===== src/rtl/bg_pkg.sv =====
// Shared constants and types for the background frame-buffer blitter.
// Exports: frame-buffer geometry, the command FSM state enum, the registered
// command record, and a helper that flags zero-area commands.
package bg_pkg;

  localparam int FB_WIDTH   = 320;
  localparam int FB_HEIGHT  = 240;
  localparam int ADDR_W     = 17;
  localparam int SRC_ADDR_W = 19;

  typedef enum logic [1:0] {
    IDLE,
    ISSUE,
    DRAIN,
    FINISH
  } state_t;

  typedef struct packed {
    logic                  mode;      // 0 = fill, 1 = copy
    logic [8:0]            x;
    logic [7:0]            y;
    logic [8:0]            w;
    logic [7:0]            h;
    logic [3:0]            color;
    logic [SRC_ADDR_W-1:0] src_base;
  } blit_cmd_t;

  // A rectangle with no area produces no pixels at all.
  function automatic logic is_degenerate(input logic [8:0] w, input logic [7:0] h);
    return (w == 9'd0) || (h == 8'd0);
  endfunction

endpackage


===== src/rtl/bg_addr_gen.sv =====
// Stage-1 address generator: maps the (i, j) pixel counters of the current
// rectangle onto frame-buffer coordinates, a clip flag, the flat write address
// and the sprite-ROM read pointer. Purely combinational.
// Ports: x_i/y_i/w_i/h_i/src_base_i (registered command), i_i/j_i/k_i counters;
//        px_o/py_o, clip_o, fb_addr_o, src_addr_o, last_col_o/last_row_o.
module bg_addr_gen #(
  parameter int FB_WIDTH   = bg_pkg::FB_WIDTH,
  parameter int FB_HEIGHT  = bg_pkg::FB_HEIGHT,
  parameter int ADDR_W     = bg_pkg::ADDR_W,
  parameter int SRC_ADDR_W = bg_pkg::SRC_ADDR_W
) (
  input  logic [8:0]            x_i,
  input  logic [7:0]            y_i,
  input  logic [8:0]            w_i,
  input  logic [7:0]            h_i,
  input  logic [SRC_ADDR_W-1:0] src_base_i,
  input  logic [8:0]            i_i,
  input  logic [7:0]            j_i,
  input  logic [SRC_ADDR_W-1:0] k_i,
  output logic [9:0]            px_o,
  output logic [8:0]            py_o,
  output logic                  clip_o,
  output logic [ADDR_W-1:0]     fb_addr_o,
  output logic [SRC_ADDR_W-1:0] src_addr_o,
  output logic                  last_col_o,
  output logic                  last_row_o
);
  import bg_pkg::*;

  // One extra bit on each coordinate so rectangles running off the right or
  // bottom edge are detected instead of wrapping back onto the screen.
  assign px_o   = {1'b0, x_i} + {1'b0, i_i};
  assign py_o   = {1'b0, y_i} + {1'b0, j_i};
  assign clip_o = (px_o >= 10'(FB_WIDTH)) || (py_o >= 9'(FB_HEIGHT));

  // Constant multiply; synthesis reduces it to shift-add. Clipped pixels may
  // produce out-of-range addresses but are never written.
  assign fb_addr_o = ADDR_W'(py_o) * ADDR_W'(FB_WIDTH) + ADDR_W'(px_o);

  // The source rectangle is stored densely, so a linear pointer suffices.
  assign src_addr_o = src_base_i + k_i;

  assign last_col_o = (i_i == w_i - 9'd1);
  assign last_row_o = (j_i == h_i - 8'd1);

endmodule


===== src/rtl/background_writer.sv =====
// Blit engine writing fill/copy rectangles of 4-bit palette indices into the
// 320x240 background frame buffer at one pixel per clock (2-stage pipeline).
// Ports: cmd_* handshake/fields in, src_address/src_data sprite ROM port,
//        wr_en/wr_address/wr_data frame-buffer write port, busy/done status.
module background_writer #(
  parameter int FB_WIDTH   = 320,
  parameter int FB_HEIGHT  = 240,
  parameter int ADDR_W     = 17,
  parameter int SRC_ADDR_W = 19
) (
  input  logic                  Clk,
  input  logic                  Reset_n,
  input  logic                  cmd_valid,
  output logic                  cmd_ready,
  input  logic                  cmd_mode,
  input  logic [8:0]            cmd_x,
  input  logic [7:0]            cmd_y,
  input  logic [8:0]            cmd_w,
  input  logic [7:0]            cmd_h,
  input  logic [3:0]            cmd_color,
  input  logic [SRC_ADDR_W-1:0] cmd_src_base,
  output logic [SRC_ADDR_W-1:0] src_address,
  input  logic [3:0]            src_data,
  output logic                  wr_en,
  output logic [ADDR_W-1:0]     wr_address,
  output logic [3:0]            wr_data,
  output logic                  busy,
  output logic                  done
);
  import bg_pkg::*;

  state_t                state_q;
  blit_cmd_t             cmd_q;
  logic [8:0]            i_q;
  logic [7:0]            j_q;
  logic [SRC_ADDR_W-1:0] k_q;

  // Stage-2 pipeline registers plus the last committed write, which the
  // write port presents whenever no write is happening.
  logic                  s2_vld_q;
  logic                  s2_clip_q;
  logic [ADDR_W-1:0]     s2_addr_q;
  logic [ADDR_W-1:0]     last_addr_q;
  logic [3:0]            last_data_q;

  logic [9:0]            px;
  logic [8:0]            py;
  logic                  clip;
  logic [ADDR_W-1:0]     fb_addr;
  logic                  last_col;
  logic                  last_row;
  logic [3:0]            pix_data;

  bg_addr_gen #(
    .FB_WIDTH  (FB_WIDTH),
    .FB_HEIGHT (FB_HEIGHT),
    .ADDR_W    (ADDR_W),
    .SRC_ADDR_W(SRC_ADDR_W)
  ) u_addr_gen (
    .x_i       (cmd_q.x),
    .y_i       (cmd_q.y),
    .w_i       (cmd_q.w),
    .h_i       (cmd_q.h),
    .src_base_i(cmd_q.src_base),
    .i_i       (i_q),
    .j_i       (j_q),
    .k_i       (k_q),
    .px_o      (px),
    .py_o      (py),
    .clip_o    (clip),
    .fb_addr_o (fb_addr),
    .src_addr_o(src_address),
    .last_col_o(last_col),
    .last_row_o(last_row)
  );

  assign cmd_ready = (state_q == IDLE);
  assign busy      = (state_q != IDLE);
  assign done      = (state_q == FINISH);

  // Copy data arrives from the ROM in the stage-2 cycle itself, so the
  // write strobe and data are resolved combinationally against src_data.
  // The command record is stable until the next accept, which covers DRAIN.
  assign pix_data   = cmd_q.mode ? src_data : cmd_q.color;
  assign wr_en      = s2_vld_q && !s2_clip_q && !(cmd_q.mode && (src_data == 4'd0));
  assign wr_address = wr_en ? s2_addr_q : last_addr_q;
  assign wr_data    = wr_en ? pix_data : last_data_q;

  always_ff @(posedge Clk or negedge Reset_n) begin
    if (!Reset_n) begin
      state_q     <= IDLE;
      cmd_q       <= '0;
      i_q         <= '0;
      j_q         <= '0;
      k_q         <= '0;
      s2_vld_q    <= 1'b0;
      s2_clip_q   <= 1'b0;
      s2_addr_q   <= '0;
      last_addr_q <= '0;
      last_data_q <= '0;
    end else begin
      s2_vld_q <= 1'b0;
      if (wr_en) begin
        last_addr_q <= wr_address;
        last_data_q <= wr_data;
      end
      case (state_q)
        IDLE: begin
          if (cmd_valid) begin
            cmd_q.mode     <= cmd_mode;
            cmd_q.x        <= cmd_x;
            cmd_q.y        <= cmd_y;
            cmd_q.w        <= cmd_w;
            cmd_q.h        <= cmd_h;
            cmd_q.color    <= cmd_color;
            cmd_q.src_base <= cmd_src_base;
            i_q            <= '0;
            j_q            <= '0;
            k_q            <= '0;
            state_q        <= is_degenerate(cmd_w, cmd_h) ? FINISH : ISSUE;
          end
        end
        ISSUE: begin
          s2_vld_q  <= 1'b1;
          s2_clip_q <= clip;
          s2_addr_q <= fb_addr;
          k_q       <= k_q + SRC_ADDR_W'(1);
          if (last_col) begin
            i_q <= '0;
            if (last_row) state_q <= DRAIN;
            else          j_q     <= j_q + 8'd1;
          end else begin
            i_q <= i_q + 9'd1;
          end
        end
        DRAIN:   state_q <= FINISH;
        FINISH:  state_q <= IDLE;
        default: state_q <= IDLE;
      endcase
    end
  end

endmodule

===== config.mk =====
export PLATFORM = sky130hd
export DESIGN_NAME = background_writer
export DESIGN_NICKNAME = d
export VERILOG_FILES = /design/src/rtl/bg_pkg.sv /design/src/rtl/bg_addr_gen.sv /design/src/rtl/background_writer.sv
export SDC_FILE = /design/constraint.sdc
export NUM_CORES = 1
export LEC_CHECK = 0
export ABC_AREA = 0
export CAP_MARGIN = 25
export CORE_ASPECT_RATIO = 1.2
export CORE_MARGIN = 4
export CORE_UTILIZATION = 35
export CTS_CLUSTER_DIAMETER = 120
export CTS_CLUSTER_SIZE = 28
export DETAILED_ROUTE_END_ITERATION = 16
export PLACE_DENSITY = 0.6
export SLEW_MARGIN = 20
export SYNTH_ARGS = -nofsm -noshare
export SYNTH_HDL_FRONTEND = slang
export SYNTH_SLANG_ARGS = --single-unit

===== constraint.sdc =====
create_clock -name Clk -period 10.4 [get_ports Clk]
set_input_delay 2.08 -clock Clk [delete_from_list [all_inputs] [get_ports Clk]]
set_output_delay 2.08 -clock Clk [all_outputs]
set_load 0.02 [all_outputs]

# After elaboration in Yosys (flattened, before gate mapping)
# Index checks and enable logic that the tools add are counted.
# W data, S select, Z words.
dict set report op_classes {
  n_addsub 9
  multipliers 1
  magnitude_cmp 2
  n_eq_ne 9
  muxes 18
  reduce_logical 17
}
# operator count
set ops {}
lappend ops {{$pmux W19 S2} 1}
lappend ops {{$mux W8} 3}
lappend ops {{$add A19 B1 Y19 const B} 1}
lappend ops {{$add A19 B19 Y19} 1}
lappend ops {{$mux W19} 1}
lappend ops {{$mux W9} 2}
lappend ops {{$pmux W9 S2} 1}
lappend ops {{$add A17 B10 Y17} 1}
lappend ops {{$mux W17} 1}
lappend ops {{$pmux W8 S2} 1}
lappend ops {{$mul A9 B3 Y11 const B} 1}
lappend ops {{$add A9 B9 Y10} 1}
lappend ops {{$ge A10 B9 Y1 const B} 1}
lappend ops {{$add A8 B8 Y9} 1}
lappend ops {{$add A9 B1 Y9 const B} 1}
lappend ops {{$eq A9 B9 Y1} 1}
lappend ops {{$ge A9 B8 Y1 const B} 1}
lappend ops {{$logic_not A9 Y1} 1}
lappend ops {{$sub A9 B1 Y9 const B} 1}
lappend ops {{$add A8 B1 Y8 const B} 1}
lappend ops {{$eq A8 B8 Y1} 1}
lappend ops {{$logic_not A8 Y1} 1}
lappend ops {{$mux W2} 4}
lappend ops {{$mux W4} 2}
lappend ops {{15 further kinds} 25}
dict set report word_totals {
  ff_bits 136
  input_bits 65
  output_inout_bits 44
  word_cells 72
}

# Longest topological paths before layout
dict set report logic_depth {
  word_depth 5
  mapped_depth 19
}

# By module
# Synthesis repeated with hierarchy kept, for this count alone.
dict set report hier_totals {
  cells_unflattened 836
  hier_area_um2 8759.7
}
# mod n_inst cells_per_inst area_each_um2 seq_area_each_um2
set modules_own_cells {}
lappend modules_own_cells {background_writer 1 469 6017.0 3403.3}
lappend modules_own_cells {bg_addr_gen 1 367 2742.6 0.0}

# Worst setup path before layout
# No wires, ideal clock.
dict set report synth_timing {
  path_type {input to output}
  startpoint {input port src_data[1]}
  endpoint {output port wr_address[10]}
  arrival_time_ns 3.332
  required_ns 8.320
  setup_slack_ns 4.988
  path_stages 7
  path_buffers 2
  cell_sequence {nor4_1 > nand2_1 > nand3b_1 > clkbuf_1 > clkbuf_1 > nand2_1 > nand2_1}
}
dict set report synth_between {
  elab_chain_len 5
}
# element line
set synth_lines {}
lappend synth_lines {{start: declaration} background_writer.sv:23} ;# input logic [3:0] src_data,
lappend synth_lines {{$logic_not A4 Y1} background_writer.sv:85} ;# assign wr_en = s2_vld_q && !s2_clip_q && !(cmd_q.mode && (src_data == 4'd0));
lappend synth_lines {{$logic_and A1 B1 Y1} background_writer.sv:85}
lappend synth_lines {{$logic_not A1 Y1} background_writer.sv:85}
lappend synth_lines {{$logic_and A1 B1 Y1} background_writer.sv:85}
lappend synth_lines {{$mux W17} background_writer.sv:86} ;# assign wr_address = wr_en ? s2_addr_q : last_addr_q;
lappend synth_lines {{end: declaration} background_writer.sv:25} ;# output logic [ADDR_W-1:0] wr_address,
# No other way between the ends.

# Worst setup path after layout
dict set report layout_timing {
  startpoint {input port src_data[1]}
  endpoint {output port wr_address[16]}
}
# Same word-level chain as after synthesis.

==> impl_metrics.ini <==
[run_status]
status = finished, final reports clean

[cells_and_area]
fin_area_um2 = 10520
final_cell_count_no_fill = 1319
antennaDiodeCount = 0
post_route_cells_drive_above_1_share_pct = 12.11
ff_latch_area_um2 = 3403
nets = 1114
multi_input_area_um2 = 4891
nFillCells = 2312
syn_to_final_growth_pct = 23.60

[synth]
synth_top_area_share_pct = 39.98
synth-edff-count = 0
synth_area_leader_cell = dfrtp_1
synthArstFlopShare_pct = 100.0
synthCells = 877
ys_seq_area_share_pct = 39.98
synth_warnings = 0
synth_area_leaders = dfrtp_1 40%, mux2_2 8.7%, ha_1 8.5%
syn_area_per_cell_um2 = 9.707
ys.flop_type = dfrtp_1
ys_types = 68
synth_seq_cells = 136
synth_fp_nets = 1005
synthesis.area_um2 = 8513

[sta]
finalSetupViolations = 0
finalCritPeriodShare_pct = 62.53
hold_viol = 0
slew_viol_final = 0
max_freq_mhz = 153.8
worstMarginPinSlew_ns = 0.8436
tns_ns = 0
rsz0062_at_grt = no
slew_headroom_pct = 43.76
whs_ns = 0.4685
min_period_ns = 6.503
skew_ns = 0.01038

[detailed_routing]
vias = 6598
via_per_inst = 5.002
drt_pass1_iterations = 6
wirelength_um = 19460
wl_per_cell_um = 14.75
dr.first_iter.drc_count = 256
ant_nets = 0
drc_errors = 0

[worst_hold_path]
hold_start = last_addr_q[4]$_DFFE_PN0P_
hold_end = last_addr_q[4]$_DFFE_PN0P_
hold_path_class = flop to flop
whs_path_depth = 2

[clock_network]
clk_pin_slew_ns = 0.06
htree_levels = 4
ctsHoldBuffers = 0
numCtsBuffers = 17
clock_latency_ns = 0.42
cts_root_buf = clkbuf_16
cts_setup_buffers = 0
cts_tree = yes
cts_buffer_depth = 2
clock-sinks = 136
ctsResizeCount = 0

[global_route]
grtUsageTotal_pct = 14.91
grt_max_degree = 74
grt_pass1_vias = 6603
grt_pass1_wl_um = 32150
grt_overflow = 0
antenna_found_initial = 1

[critical_path]
cpMostUsedCell = nand2_1
cp_slowest_cell = clkdlybuf4s50_1
crit_chain = clkdlybuf4s50_1, nor4_1, nand2_1, nand3b_1, clkinv_1, nand2_1, nand2_1, clkdlybuf4s50_1
worstSetupStartpointType = input pin
reg2reg_depth = 16
slowest_delay_ns = 0.54
timing.rr.end = s2_addr_q[15]$_DFFE_PN0P_
cp_data_required_time_ns = 8.32
arrival_ns = 4.42
crit_type = input pin to primary output
r2r_slack_ns = 6.13
crit_path_end_kind = primary output
rr_startpoint = j_q[0]$_DFFE_PN0P_
worst-path-max-fanout = 18

[floorplanning]
rows = 62
core_area_um2 = 23970
io_pins = 109
die_h_um = 178.8
die_w_um = 150.4
start_util_pct = 35.52
die_area_um2 = 26890

[job]
maxCapViolCount = 0

[place]
routabilityCongestion = 0.7879
place_hpwl_um = 14350
port_buffers = 108
numPlacedInstances = 1287
dpl_cell_area_um2 = 9946

[power]
p_leak_nw = 4.739
vdd_drop_max_mv = 0.2286
finalPower_mw = 3.399
p_per_area_nw_per_um2 = 323.0
==> cells by family after synthesis <==
logic type	count (synthesis)	share of synthesized area (%)
flip-flops	136	39.98
multiplexers	76	9.906
XOR/XNOR	81	8.510
AO/OA/AOI/OAI	163	12.42
adder cells (fa/ha/maj)	63	9.700
AND/OR/NAND/NOR	301	16.89
buffers and inverters	57	2.601
==> layout by cell type, fill, tap and decap left out, types with 32 or more instances in the layout <==
cell type        netlist  routed
inv_1                 32      32
clkdlybuf4s50_1        0     107
dfrtp_1              136     136
xor2_1                40      40
a21oi_1               42      42
o21ai_0               43      43
xnor2_1               40      40
nand2_1              113     112
mux2_2                66      66
nor2_1                60      60
ha_1                  58      58
==> where the power goes <==
part / internal (mW) / switching, mW
Sequential: 0.741 / 0.168
Clock: 0.341 / 0.252
Combinational: 0.910 / 0.988
Total: 1.99 / 1.41
==> sequential cells by signal, indices dropped and copies added, names as in the netlist, 2 cells and up <==
register / count
j_q: 8
cmd_q: 58
k_q: 19
last_addr_q: 17
i_q: 9
s2_addr_q: 17
last_data_q: 4
state_q: 2
==> layer usage <==
metal	up-vias	GRT usage [%]	routed length [um]
met3	18	3.262	732
li1	3328	-	-
met4	2	4.691	252
met5	-	0	13
met1	3152	18.65	8954
met2	98	25.60	9507
==> final cells by class <==
class	instances	share of cell area (%)
clock buffers	18	4.174
clock inverters	14	1.308
inverters	33	1.177
multi-input cells	684	46.48
flip-flops and latches	136	32.34
well taps	320	3.805
repair buffers	114	10.71
==> worst max-delay path by stage <==
stage                                 to  depth (start not counted)   startpoint
final                     wr_address[16]                          8  src_data[1]
after global routing      wr_address[14]                          8  src_data[1]
after CTS                 wr_address[11]                          8  src_data[1]
after detailed placement  wr_address[16]                          8  src_data[1]
after global placement    wr_address[12]                          8  src_data[1]
after floorplan           wr_address[10]                          7  src_data[1]
==> synthesized netlist by cell type, drive strengths merged, types with 3 or more instances <==
| library cell | instances |
|---|---|
| dfrtp | 136 |
| nand2 | 114 |
| mux2 | 66 |
| nor2 | 60 |
| ha | 58 |
| o21ai | 44 |
| a21oi | 42 |
| xnor2 | 40 |
| xor2 | 40 |
| inv | 32 |
| nand3 | 26 |
| clkbuf | 17 |
| nor3 | 14 |
| nor4 | 11 |
| a21o | 10 |
| and3 | 10 |
| mux2i | 10 |
| nand2b | 10 |
| or3 | 10 |
| nand4 | 9 |
| o21a | 9 |
| o21bai | 9 |
| a31oi | 8 |
| nor2b | 8 |
| buf | 7 |
| o211ai | 7 |
| or2 | 7 |
| and2 | 6 |
| fa | 5 |
| o31ai | 5 |
| or4 | 5 |
| nand3b | 4 |
| a211oi | 3 |
| o22ai | 3 |
==> stage by stage <==
stage | setup slack [ns] | utilization (%)
finish | 3.897 | 43.90
global route | 3.664 | 43.90
CTS | 3.893 | 43.90
detailed placement | 3.916 | 41.49
global placement | 3.991 | 41.49
floorplan | 4.988 | -
==> worst max-delay path: cells and delay by family <==
kind,cells,cell delay (ns)
buffers and inverters,3,1.44
and+or+nand+nor,5,0.88
Power figures use the tool's default switching activity.
